**config.mk**
```make
export PLATFORM = sky130hd
export DESIGN_NAME = systolic_edge_feeder
export DESIGN_NICKNAME = d
export VERILOG_FILES = /design/src/rtl/systolic_edge_feeder_pkg.sv /design/src/rtl/systolic_edge_feeder_lane_skew.sv /design/src/rtl/systolic_edge_feeder.sv
export SDC_FILE = /design/constraint.sdc
export NUM_CORES = 1
export LEC_CHECK = 0
export ABC_AREA = 1
export CAP_MARGIN = 20
export CORE_ASPECT_RATIO = 1.4
export CORE_MARGIN = 2
export CORE_UTILIZATION = 40
export CTS_CLUSTER_DIAMETER = 150
export DETAILED_ROUTE_END_ITERATION = 7
export SLEW_MARGIN = 25
export SYNTH_ARGS = -nofsm -noshare
export SYNTH_HDL_FRONTEND = slang
export SYNTH_SLANG_ARGS = --single-unit
```
**constraint.sdc**
```tcl
create_clock -name CLK -period 18.6 [get_ports CLK]
set_input_delay 1.86 -clock CLK [delete_from_list [all_inputs] [get_ports CLK]]
set_output_delay 1.86 -clock CLK [all_outputs]
set_load 0.005 [all_outputs]
```
**src/rtl/systolic_edge_feeder_pkg.sv**
```systemverilog
// Shared definitions for the systolic edge feeder: the bit-exact FP32 zero,
// the 2-bit FSM encodings and a counter-width helper.
package systolic_edge_feeder_pkg;

    // PE zero-detect keys on an all-zero word, so -0.0 (32'h8000_0000) is
    // never used as padding.
    localparam logic [31:0] FP_ZERO = 32'h0000_0000;

    // Feeder FSM encodings.
    localparam logic [1:0] ST_FILL   = 2'd0;
    localparam logic [1:0] ST_STREAM = 2'd1;
    localparam logic [1:0] ST_DRAIN  = 2'd2;
    localparam logic [1:0] ST_DONE   = 2'd3;

    // Bits needed to hold 0..max_val; never narrower than one bit.
    function automatic int cnt_width(input int max_val);
        if (max_val < 1) begin
            return 1;
        end
        return $clog2(max_val + 1);
    endfunction

endpackage

```
**src/rtl/systolic_edge_feeder_lane_skew.sv**
```systemverilog
// One edge lane of the feeder. Captures the whole operand beat whose index
// equals the lane number (A row i for left lane i, B column j for top lane j)
// and, on each stream step t, emits element t-LANE of it or zero when t-LANE
// falls outside the buffer. The lane output is registered.
module systolic_edge_feeder_lane_skew
    import systolic_edge_feeder_pkg::*;
#(
    parameter int N    = 4,
    parameter int DW   = 32,
    parameter int LANE = 0,
    parameter int SW   = 3
) (
    input  logic              i_clk,
    input  logic              i_rst,
    input  logic              i_wr_en,
    input  logic [N*DW-1:0]   i_wr_vec,
    input  logic              i_load_step,
    input  logic [SW-1:0]     i_step,
    output logic [DW-1:0]     o_lane
);

    logic [N-1:0][DW-1:0] r_buf;
    logic [DW-1:0]        r_lane;
    logic [DW-1:0]        w_sel;

    // Capture this lane's operand vector when its beat is accepted.
    // NOTE: the operand buffer has no reset; it is always rewritten by a full
    // fill before anything reads it, and skipping reset keeps it plain flops.
    always_ff @(posedge i_clk) begin
        if (i_wr_en) begin
            r_buf <= i_wr_vec;
        end
    end

    // Skew select: element (step - LANE) if it exists, otherwise zero.
    // NOTE: w_sel is given a default before the loop so no path leaves it
    // unassigned, which would otherwise infer a latch.
    always_comb begin
        w_sel = DW'(FP_ZERO);
        for (int e = 0; e < N; e++) begin
            if (i_step == SW'(LANE + e)) begin
                w_sel = r_buf[e];
            end
        end
    end

    // Lane output register: the selected element while streaming, zero otherwise.
    // NOTE: sequential state uses non-blocking assignments so every flop
    // samples pre-edge values regardless of block ordering.
    always_ff @(posedge i_clk or posedge i_rst) begin
        if (i_rst) begin
            r_lane <= DW'(FP_ZERO);
        end else if (i_load_step) begin
            r_lane <= w_sel;
        end else begin
            r_lane <= DW'(FP_ZERO);
        end
    end

    assign o_lane = r_lane;

endmodule

```
**src/rtl/systolic_edge_feeder.sv**
```systemverilog
// Transmit side of the PE edge interface. Accepts N load beats (A row k and
// B column k per beat), then streams the operands skewed and zero-padded onto
// the left and top edges of an NxN PE grid for 2N-1 steps, holds zeros for
// DRAIN_CYC cycles and pulses DONE. The top holds the FSM and counters; the
// per-lane buffers and skew selection live in the lane sub-modules.
module systolic_edge_feeder
    import systolic_edge_feeder_pkg::*;
#(
    parameter int N         = 4,
    parameter int DW        = 32,
    parameter int DRAIN_CYC = 16
) (
    input  logic              CLK,
    input  logic              RST,
    input  logic              LD_VALID,
    output logic              LD_READY,
    input  logic [N*DW-1:0]   LD_A_ROW,
    input  logic [N*DW-1:0]   LD_B_COL,
    output logic [N*DW-1:0]   OUT_LEFT,
    output logic [N*DW-1:0]   OUT_TOP,
    output logic              BUSY,
    output logic              DONE
);

    localparam int BW  = cnt_width(N - 1);
    localparam int SW  = cnt_width(2 * N - 2);
    localparam int DCW = cnt_width(DRAIN_CYC - 1);

    localparam logic [BW-1:0]  BEAT_LAST  = BW'(N - 1);
    localparam logic [SW-1:0]  STEP_LAST  = SW'(2 * N - 2);
    localparam logic [DCW-1:0] DRAIN_LAST = (DRAIN_CYC > 0) ? DCW'(DRAIN_CYC - 1) : '0;

    logic [1:0]     r_state;
    logic [BW-1:0]  r_beat;
    logic [SW-1:0]  r_step;
    logic [DCW-1:0] r_drain;
    logic           r_ld_ready;
    logic           r_busy;
    logic           r_done;

    logic           w_accept;
    logic           w_load_step;
    logic [N-1:0]   w_wr_en;

    assign w_accept    = LD_VALID && r_ld_ready;
    assign w_load_step = (r_state == ST_STREAM);

    // Route each accepted beat to the lane whose index matches the beat count.
    always_comb begin
        w_wr_en = '0;
        for (int k = 0; k < N; k++) begin
            w_wr_en[k] = w_accept && (r_beat == BW'(k));
        end
    end

    // Feeder FSM with beat, step and drain counters; BUSY/DONE/LD_READY are
    // registered alongside the state so they line up with it exactly.
    always_ff @(posedge CLK or posedge RST) begin
        if (RST) begin
            r_state    <= ST_FILL;
            r_beat     <= '0;
            r_step     <= '0;
            r_drain    <= '0;
            r_ld_ready <= 1'b1;
            r_busy     <= 1'b0;
            r_done     <= 1'b0;
        end else begin
            case (r_state)
                ST_FILL: begin
                    if (w_accept) begin
                        if (r_beat == BEAT_LAST) begin
                            r_state    <= ST_STREAM;
                            r_beat     <= '0;
                            r_step     <= '0;
                            r_ld_ready <= 1'b0;
                            r_busy     <= 1'b1;
                        end else begin
                            r_beat <= r_beat + 1'b1;
                        end
                    end
                end
                ST_STREAM: begin
                    // The lanes load step r_step on this edge.
                    if (r_step == STEP_LAST) begin
                        if (DRAIN_CYC == 0) begin
                            // No drain window: the last step is still on the
                            // lanes during the DONE cycle in this configuration.
                            r_state <= ST_DONE;
                            r_busy  <= 1'b0;
                            r_done  <= 1'b1;
                        end else begin
                            r_state <= ST_DRAIN;
                            r_drain <= '0;
                        end
                    end else begin
                        r_step <= r_step + 1'b1;
                    end
                end
                ST_DRAIN: begin
                    if (r_drain == DRAIN_LAST) begin
                        r_state <= ST_DONE;
                        r_busy  <= 1'b0;
                        r_done  <= 1'b1;
                    end else begin
                        r_drain <= r_drain + 1'b1;
                    end
                end
                default: begin
                    // ST_DONE: single-cycle DONE, then back to a fresh fill.
                    r_state    <= ST_FILL;
                    r_done     <= 1'b0;
                    r_beat     <= '0;
                    r_step     <= '0;
                    r_drain    <= '0;
                    r_ld_ready <= 1'b1;
                end
            endcase
        end
    end

    // One left lane (A rows) and one top lane (B columns) per array edge position.
    for (genvar g = 0; g < N; g++) begin : g_lane
        systolic_edge_feeder_lane_skew #(
            .N    (N),
            .DW   (DW),
            .LANE (g),
            .SW   (SW)
        ) u_left (
            .i_clk       (CLK),
            .i_rst       (RST),
            .i_wr_en     (w_wr_en[g]),
            .i_wr_vec    (LD_A_ROW),
            .i_load_step (w_load_step),
            .i_step      (r_step),
            .o_lane      (OUT_LEFT[g*DW +: DW])
        );

        systolic_edge_feeder_lane_skew #(
            .N    (N),
            .DW   (DW),
            .LANE (g),
            .SW   (SW)
        ) u_top (
            .i_clk       (CLK),
            .i_rst       (RST),
            .i_wr_en     (w_wr_en[g]),
            .i_wr_vec    (LD_B_COL),
            .i_load_step (w_load_step),
            .i_step      (r_step),
            .o_lane      (OUT_TOP[g*DW +: DW])
        );
    end

    assign LD_READY = r_ld_ready;
    assign BUSY     = r_busy;
    assign DONE     = r_done;

endmodule

```
==> flow_results.org, run 1 <==
** Die
- After floorplanning, the core was divided into 152 placement rows.
- The die is 418 um tall.
- For this configuration, the core starts out at a cell density of 0.402.
- The die covers 126,000 um2.
- Count of boundary I/O pins :: 518
- Chip width :: 300 um
- Placeable core area :: 122,000 um2

** Routing
- Summed over all layers, the routed wires come to 140 mm.
- Overall via count from detail_route :: 31,000
- Initial DRT Pass Iterations :: 7
- The count of nets left with antenna violations once routing finished came out at 0.
- Iter 0 DRT Violations :: 2,277
- Average routed wire per standard cell :: 22.6 um
- Using the TritonRoute via totals, the vias-per-cell ratio works out to 5.02.
- After detailed routing, the number of remaining DRC violations is 0.

** Clock tree
- Cts bufs inserted :: 119
- Gates resized during post-CTS repair numbered 0.
- CTS built an H-tree with a depth of 3.
- TritonCTS clock tree :: done
- Clock transition at the registers of the reported paths :: 0.06 ns
- Root buffer selected by CTS :: clkbuf_16
- Clock latency on the worst-skew pair :: 0.74 ns
- Buffers inserted to repair hold after CTS numbered 0.
- The longest clock path from root to sink contains 3 buffers.
- Once the clock tree was built, the setup fixing pass inserted 0 buffers.
- Sink count of the clock tree :: 1,294

** Run
- Number of max-cap violations :: 0

** Synth
- Combined area of all synthesized cells :: 49,100 um2
- Number of nets produced by synthesis :: 4,260
- Yosys printed 0 warnings.
- By area the synthesized netlist is led by edfxtp_1, dfrtp_1, nand2_1, nand3_1, inv_1.
- A synthesized cell averages 12.3 um2.
- Sequential fraction of the synthesis area :: 0.764
- The synthesized design spends more area on one cell type than any other, namely edfxtp_1.
- Number of distinct library cells after synthesis :: 22
- The share of synthesized area in the top cell type comes to 0.627.
- Synthesis handed over a netlist of 3,987 instances.
- Flip-flop and latch count after synthesis :: 1,294

** Critical path
- The cell that appears most often on the critical path is buf_4.
- In this run the worst path has a maximum fanout of 64.
- Launch point of the critical path :: LD_VALID
- Reg-to-reg startpoint :: r_step[0]
- STA classifies the critical path startpoint as an input pin.
- Largest incremental delay on the critical path :: 0.86 ns
- For the worst setup path, the data arrival time is 5.18 ns.
- The critical path contains buffers and inverters numbering 3 combined.
- The cell family contributing the most delay on the critical path is buffers and inverters.
- Worst path slowest cell :: buf_4
- STA puts the critical path data required time at 18.96 ns.
- Type of the worst setup path :: in2reg
- Capturing element type of the critical path :: flip-flop
- Walking the worst path, the cells encountered are clkdlybuf4s50_1 > nand2_1 > nor2_4 > buf_4 > buf_4.

** Worst hold path
- Startpoint of the lowest-slack hold path :: g_lane[3].u_left.r_buf[123]
- Path class of the lowest-slack min-delay path :: reg2reg

** GRT
- The initial antenna violation count was 23.
- Summed over all layers, the global routing overflow is 0.
- The first global-routing pass estimated 202 mm of wire.
- Entering global routing, the biggest net connects 167 pins.
- The number of global-route vias before repair is 30,000.
- For this run, the total global-route usage over all layers was measured as 0.220.

** Power
- Max IR drop VDD :: 0.122 mV
- Pwr per Cell Area :: 134 nW/um2
- Overall power consumption after layout is estimated at 8040 uW.
- Summed over all cells, the static leakage comes to 0.0234 uW.

** Placed design
- Final Wtd Congestion :: 0.784
- OpenSTA, run right after detailed placement, puts the worst setup slack at 12.92 ns.
- Port buffering added 517 buffers.
- The HPWL after detailed placement is 79.5 mm.

** Layout
- Total area of sequential cells :: 37,500 um2
- Nets :: 4,726
- The layout has 10,700 filler cells.
- In the final layout, the share of cells above drive strength 1 is 0.0693.
- Area Overhead vs Synth :: 22.2%
- Total area of multi-input combinational cells :: 9460 um2

** STA
- In the finished design, the share of the clock period the worst path needs comes to 0.259.
- PnR worst setup slack :: 13.78 ns
- The clock period could shrink to 4.82 ns.
- Setup repair after global routing left no endpoint under its margin.
- The clock arrives with 0.0495 ns of skew.
- Highest Clock Rate :: 208 MHz
- In this run the tightest slew margin relative to its limit is 0.281.
- Final TNS setup :: 0 ns
- Actual slew at the worst max-slew pin :: 1.08 ns
- Setup violations remaining at the end of the flow were counted as 0.
- The max-slew violation count is 0.
- The hold violation count in the final report is 0.

** Outcome
- The flow ran to the end, and the final reports show no timing, DRC or antenna violations.
## power breakdown
group / internal, uW / leakage, uW / switching [uW]
clock: 1450 / 0.00199 / 1090
combinational: 573 / 0.00825 / 1200
sequential: 3600 / 0.0131 / 134
## worst register-to-register path, stage by stage (launching register included)
cell     delay, ns
dfrtp_1       0.42
inv_1         0.13
ha_4          0.55
inv_2         0.10
nor2_4        0.12
buf_12        0.75
inv_4         0.55
buf_4         0.57
nand2_1       0.21
nand3_1       0.07
a21oi_1       0.24
## area by class of cell
type,count,share of cell area
Multi-Input combinational cell,2165,0.158
Clock buffer,175,0.0568
Timing Repair Buffer,562,0.0938
Antenna cell,7,0.000292
Clock inverter,53,0.0119
Tap cell,1617,0.0338
Inverter,311,0.0200
Sequential cell,1294,0.626
## logic make-up after synthesis
kind of cell    count (synthesis)  synth area share
fa+ha+maj                      14           0.00357
compound gates                362            0.0369
buf+inv                       528            0.0450
simple gates                 1789             0.150
flops                        1294             0.764
## synthesized netlist by cell type, drive strengths merged
cell,n
edfxtp,1024
nand4,4
a21oi,192
dfrtp,269
nand2,1100
nor2,252
o21ai,170
inv,311
buf,129
nand3,368
or2,65
clkbuf,88
dfstp,1
ha,14
## cells in the final DEF, fill, tap and decap left out
master	Yosys	final
nand2_1	1099	1097
or2_2	65	65
clkdlybuf4s50_1	0	517
inv_4	0	2
inv_8	0	2
diode_2	0	7
ha_1	14	11
nor2_4	2	7
clkbuf_8	0	15
inv_6	0	3
dfrtp_1	269	269
clkinv_8	0	2
buf_16	0	2
nand4_1	4	4
nand3_1	368	368
nand2_8	0	1
inv_1	305	302
clkbuf_16	0	122
clkinv_16	0	4
buf_4	23	33
inv_16	0	1
clkinvlp_4	0	5
buf_6	1	6
buf_12	0	4
clkbuf_1	86	38
o21ai_0	170	170
edfxtp_1	1024	1024
clkinv_1	0	7
ha_4	0	3
clkinv_4	0	1
nor2_1	249	245
clkinv_2	0	20
dfstp_2	1	1
inv_2	6	3
bufinv_16	0	12
nand2_4	0	2
a21oi_1	192	192
## metrics by stage
stage	instances	hold slack [ns]	area, um2	utilization
detailed placement	5946	0.432	55700	0.456
global route	6182	0.463	59900	0.491
CTS	6174	0.444	59800	0.490
global placement	5946	0.434	55700	0.456
finish	6184	0.443	59900	0.491
floorplan	3987	0.425	49100	-
## path summary, 6_finish.rpt
kind	endpoint	cells past startpoint	slack [ns]
worst max register to register	g_lane[1].u_left.o_lane[10]	10	14.78
worst min register to register	g_lane[3].u_left.o_lane[27]	2	0.44
worst min-delay path	g_lane[3].u_left.o_lane[27]	2	0.44
max in group asynchronous	g_lane[3].u_left.o_lane[7]	4	14.85
min in group asynchronous	g_lane[2].u_left.o_lane[20]	2	1.64
worst max-delay path	g_lane[1].u_top.r_buf[108]	5	13.78
## layer usage
layer / part of all wire / track usage / up-vias
li1: - / - / 14300
met1: 0.41 / 0.285 / 15500
met2: 0.51 / 0.381 / 1058
met3: 0.061 / 0.0326 / 203
met4: 0.024 / 0.0674 / 20
met5: 0.00091 / 0 / -
## flip-flops by register name, summed over array words and instances (netlist names)
signal and count:
g_lane.u_left.r_buf 512, g_lane.u_top.r_buf 512, g_lane.u_left.o_lane 128, g_lane.u_top.o_lane 128
r_drain 4, r_step 3, r_beat 2, r_state 2
BUSY 1, DONE 1, LD_READY 1
Power figures use the tool's default switching activity.
==> run 2, diff against run 1 <==
- clock period: 18.6 -> 4.05 ns (I/O delays scaled with it)
==> flow_results.org, run 2 (synthesized netlist as in run 1, its figures left out) <==
** STA
- The final-layout setup total negative slack is 0 ns (unchanged).
- The actual transition at the worst max-transition pin came to 1.08 ns (+0.000202 ns).
- Number of hold violations in the final report :: 0 (unchanged)
- The relative max-transition margin was 0.281 (about the same).
- Setup repair after global routing missed its margin :: no
- Final setup violation count :: 0 (unchanged)
- For the finished layout, the period the worst path requires is 2.71 ns.
- Highest Clock Rate :: 368 MHz
- The setup clock skew after layout was 0.0408 ns (-0.00867 ns).
- The max-slew violation count is 0 (unchanged).
- Period Utilization, post-route :: 0.670

** Outcome
- The run finished with clean final reports.

** GRT
- In this run the most used layer during global routing was met2.
- Global routing met3 resource utilization :: 0.0304 (-0.00218)
- The met1 capacity usage during global routing came to 0.287 (+0.00235).
- The met2 global-route usage came to 0.380 (-0.000822).
- The maximum number of pins on one net before global-route repair came to 137 (-18%).
- The number of global-route vias before repair came to 30,800 (+2.7%).
- The total congestion overflow is 0 (unchanged).
- Initial antenna violation count :: 16 (-30%)
- The overall routing resource usage was 0.221 (+0.00168).
- Wire length of the first global-routing pass :: 205 mm (+1.3%)

** Layout
- Registers with the most flip-flops :: g_lane.u_left.r_buf x512, g_lane.u_top.r_buf x512
- Utilization of the core after routing :: 0.495 (+0.00378)
- The register cell area after layout is 37,500 um2 (unchanged).
- The top cell types in the final layout, fill and taps aside, are nand2_1, edfxtp_1, clkdlybuf4s50_1, nand3_1, inv_1.
- The area of the multi-input gates came to 9460 um2 (about the same).
- The area growth from synthesis to layout is 23.1%.
- Nets :: 4,752 (+0.55%)
- Most common library cell in the layout ignoring fill and taps :: nand2_1
- The share of post-route cells with drive strength above 1 came to 0.0763 (+0.00704).
- Filler cells :: 10,600 (-0.73%)

** Die
- Initial Utilization :: 0.402 (unchanged)
- The area of the placeable core was 122,000 um2 (unchanged).
- Count of boundary I/O pins :: 518 (unchanged)
- Chip width :: 300 um (unchanged)
- Die outline height :: 418 um (unchanged)
- The area of the die came to 126,000 um2 (unchanged).
- Placement row count :: 152 (unchanged)

** Routing
- The post-detailed-route via-to-cell ratio came to 5.04 (+0.33%).
- Overall via count from detail_route :: 31,300 (+0.77%)
- The violation count after the first detailed-route iteration is 2,410 (+5.8%).
- Initial DRT Pass Iterations :: 5 (-2)
- Number of DRC violations after detailed routing :: 0 (unchanged)
- Average routed wire per standard cell :: 22.5 um (-0.58%)
- The final antenna-violating net count was 0 (unchanged).
- Routed wire length :: 140 mm (-0.15%)

** Placed design
- Final Wtd Congestion :: 0.769 (-2.0%)
- Port buffer count :: 517 (unchanged)
- HPWL after detailed placement :: 82.5 mm (+3.8%)

** Clock tree
- Clock transition at the registers of the reported paths :: 0.07 ns (about the same)
- TritonCTS built the clock tree.
- The number of clock sinks seen by CTS was 1,294 (unchanged).
- The number of hold buffers added after CTS came to 1 (+1).
- The CTS H-tree depth is 3 (unchanged).
- Root buffer selected by CTS :: clkbuf_16
- The number of buffers created by CTS is 120 (+0.84%).
- Setup Buffers After CTS :: 0 (unchanged)
- The clock latency on the worst-skew pair is 0.73 ns (about the same).
- The post-cts resize count is 0 (unchanged).
- The worst-case clock buffer depth was 3 (unchanged).

** Critical path
- CP Cell Sequence :: inv_2 > ha_4 > inv_8 > buf_12 > or2_2 > nand3_1 > a21oi_1
- The worst register-to-register path begins at r_step[2].
- Required time of the critical path :: 4.67 ns (-14.29 ns)
- Largest incremental delay on the critical path :: 0.74 ns (-0.12 ns)
- Type of the worst setup path :: reg2reg
- The data arrival at the endpoint of the critical path is 3.33 ns (-1.85 ns).
- STA classifies the critical path startpoint as a flip-flop.
- STA classifies the critical path endpoint as a flip-flop.
- Largest driver fanout on the critical path :: 88 (+38%)
- The largest individual stage delay along the critical path comes from the cell dfrtp_1.
- Launch point of the critical path :: r_step[2]

** Power
- The total design power was 37,000 uW (+360%).
- Pwr per Cell Area :: 613 nW/um2 (+360%)
- The total leakage power was 0.0236 uW (+1.0%).
- The maximum resistive drop on vdd came to 0.415 mV (+240%).

** Worst hold path
- Startpoint of the lowest-slack hold path :: LD_A_ROW[77]
- The path class of the tightest hold or removal check is in2reg.

** Run
- The max-capacitance violation count is 0 (unchanged).
run 2: changes by cell type in the layout (fill, tap and decap cells not counted), sizes merged, moves of 2 or more:
cell / before / now
buf: 45 / 69
clkbuf: 175 / 156
clkinv: 34 / 49
inv: 313 / 315
diode: 7 / 9
run 2: stage by stage:
stage	hold WS (ns)	setup WS, ns	area (um2)	cells
after floorplan	0.425	-0.849	49100	3987
after global placement	0.428	1.37	56300	5973
after detailed placement	0.432	1.36	56300	5973
after CTS	0.255	1.33	60400	6202
after global routing	0.289	1.20	60400	6209
final	0.306	1.34	60400	6211
run 2: layer usage:
layer  routed length [um]  up-vias
met2                70200     1142
met5                   73        -
met4                 4320       12
met1                56800    15500
met3                 8320      231
li1                     -    14400
run 2: path summary, 6_finish.rpt:
path	to	slack (ns)	depth (start not counted)
max in group asynchronous	g_lane[3].u_left.o_lane[17]	2.35	4
max reg2reg	g_lane[2].u_left.o_lane[17]	1.34	7
min	g_lane[3].u_left.r_buf[77]	0.31	1
max	g_lane[2].u_left.o_lane[17]	1.34	7
min reg2reg	g_lane[3].u_left.o_lane[13]	0.43	2
min in group asynchronous	g_lane[0].u_top.o_lane[12]	0.56	3
run 2: area by class of cell:
class,count,area share
diodes,9,0.000373
clock buffers,156,0.0546
clock inverters,72,0.0125
inverters,311,0.0197
multi-input cells,2165,0.157
flip-flops and latches,1294,0.621
well taps,1617,0.0335
repair buffers,587,0.102
run 2: critical path: cells and delay by family, from the launching register on:
kind	cells	cell delay [ns]
compound gates	1	0.19
buf+inv	3	0.96
fa+ha+maj	1	0.35
simple gates	2	0.24
flops	1	0.74
run 2: where the power goes:
group	internal [uW]	switching, uW
logic	2780	5510
clock network	6590	5010
registers	16500	627
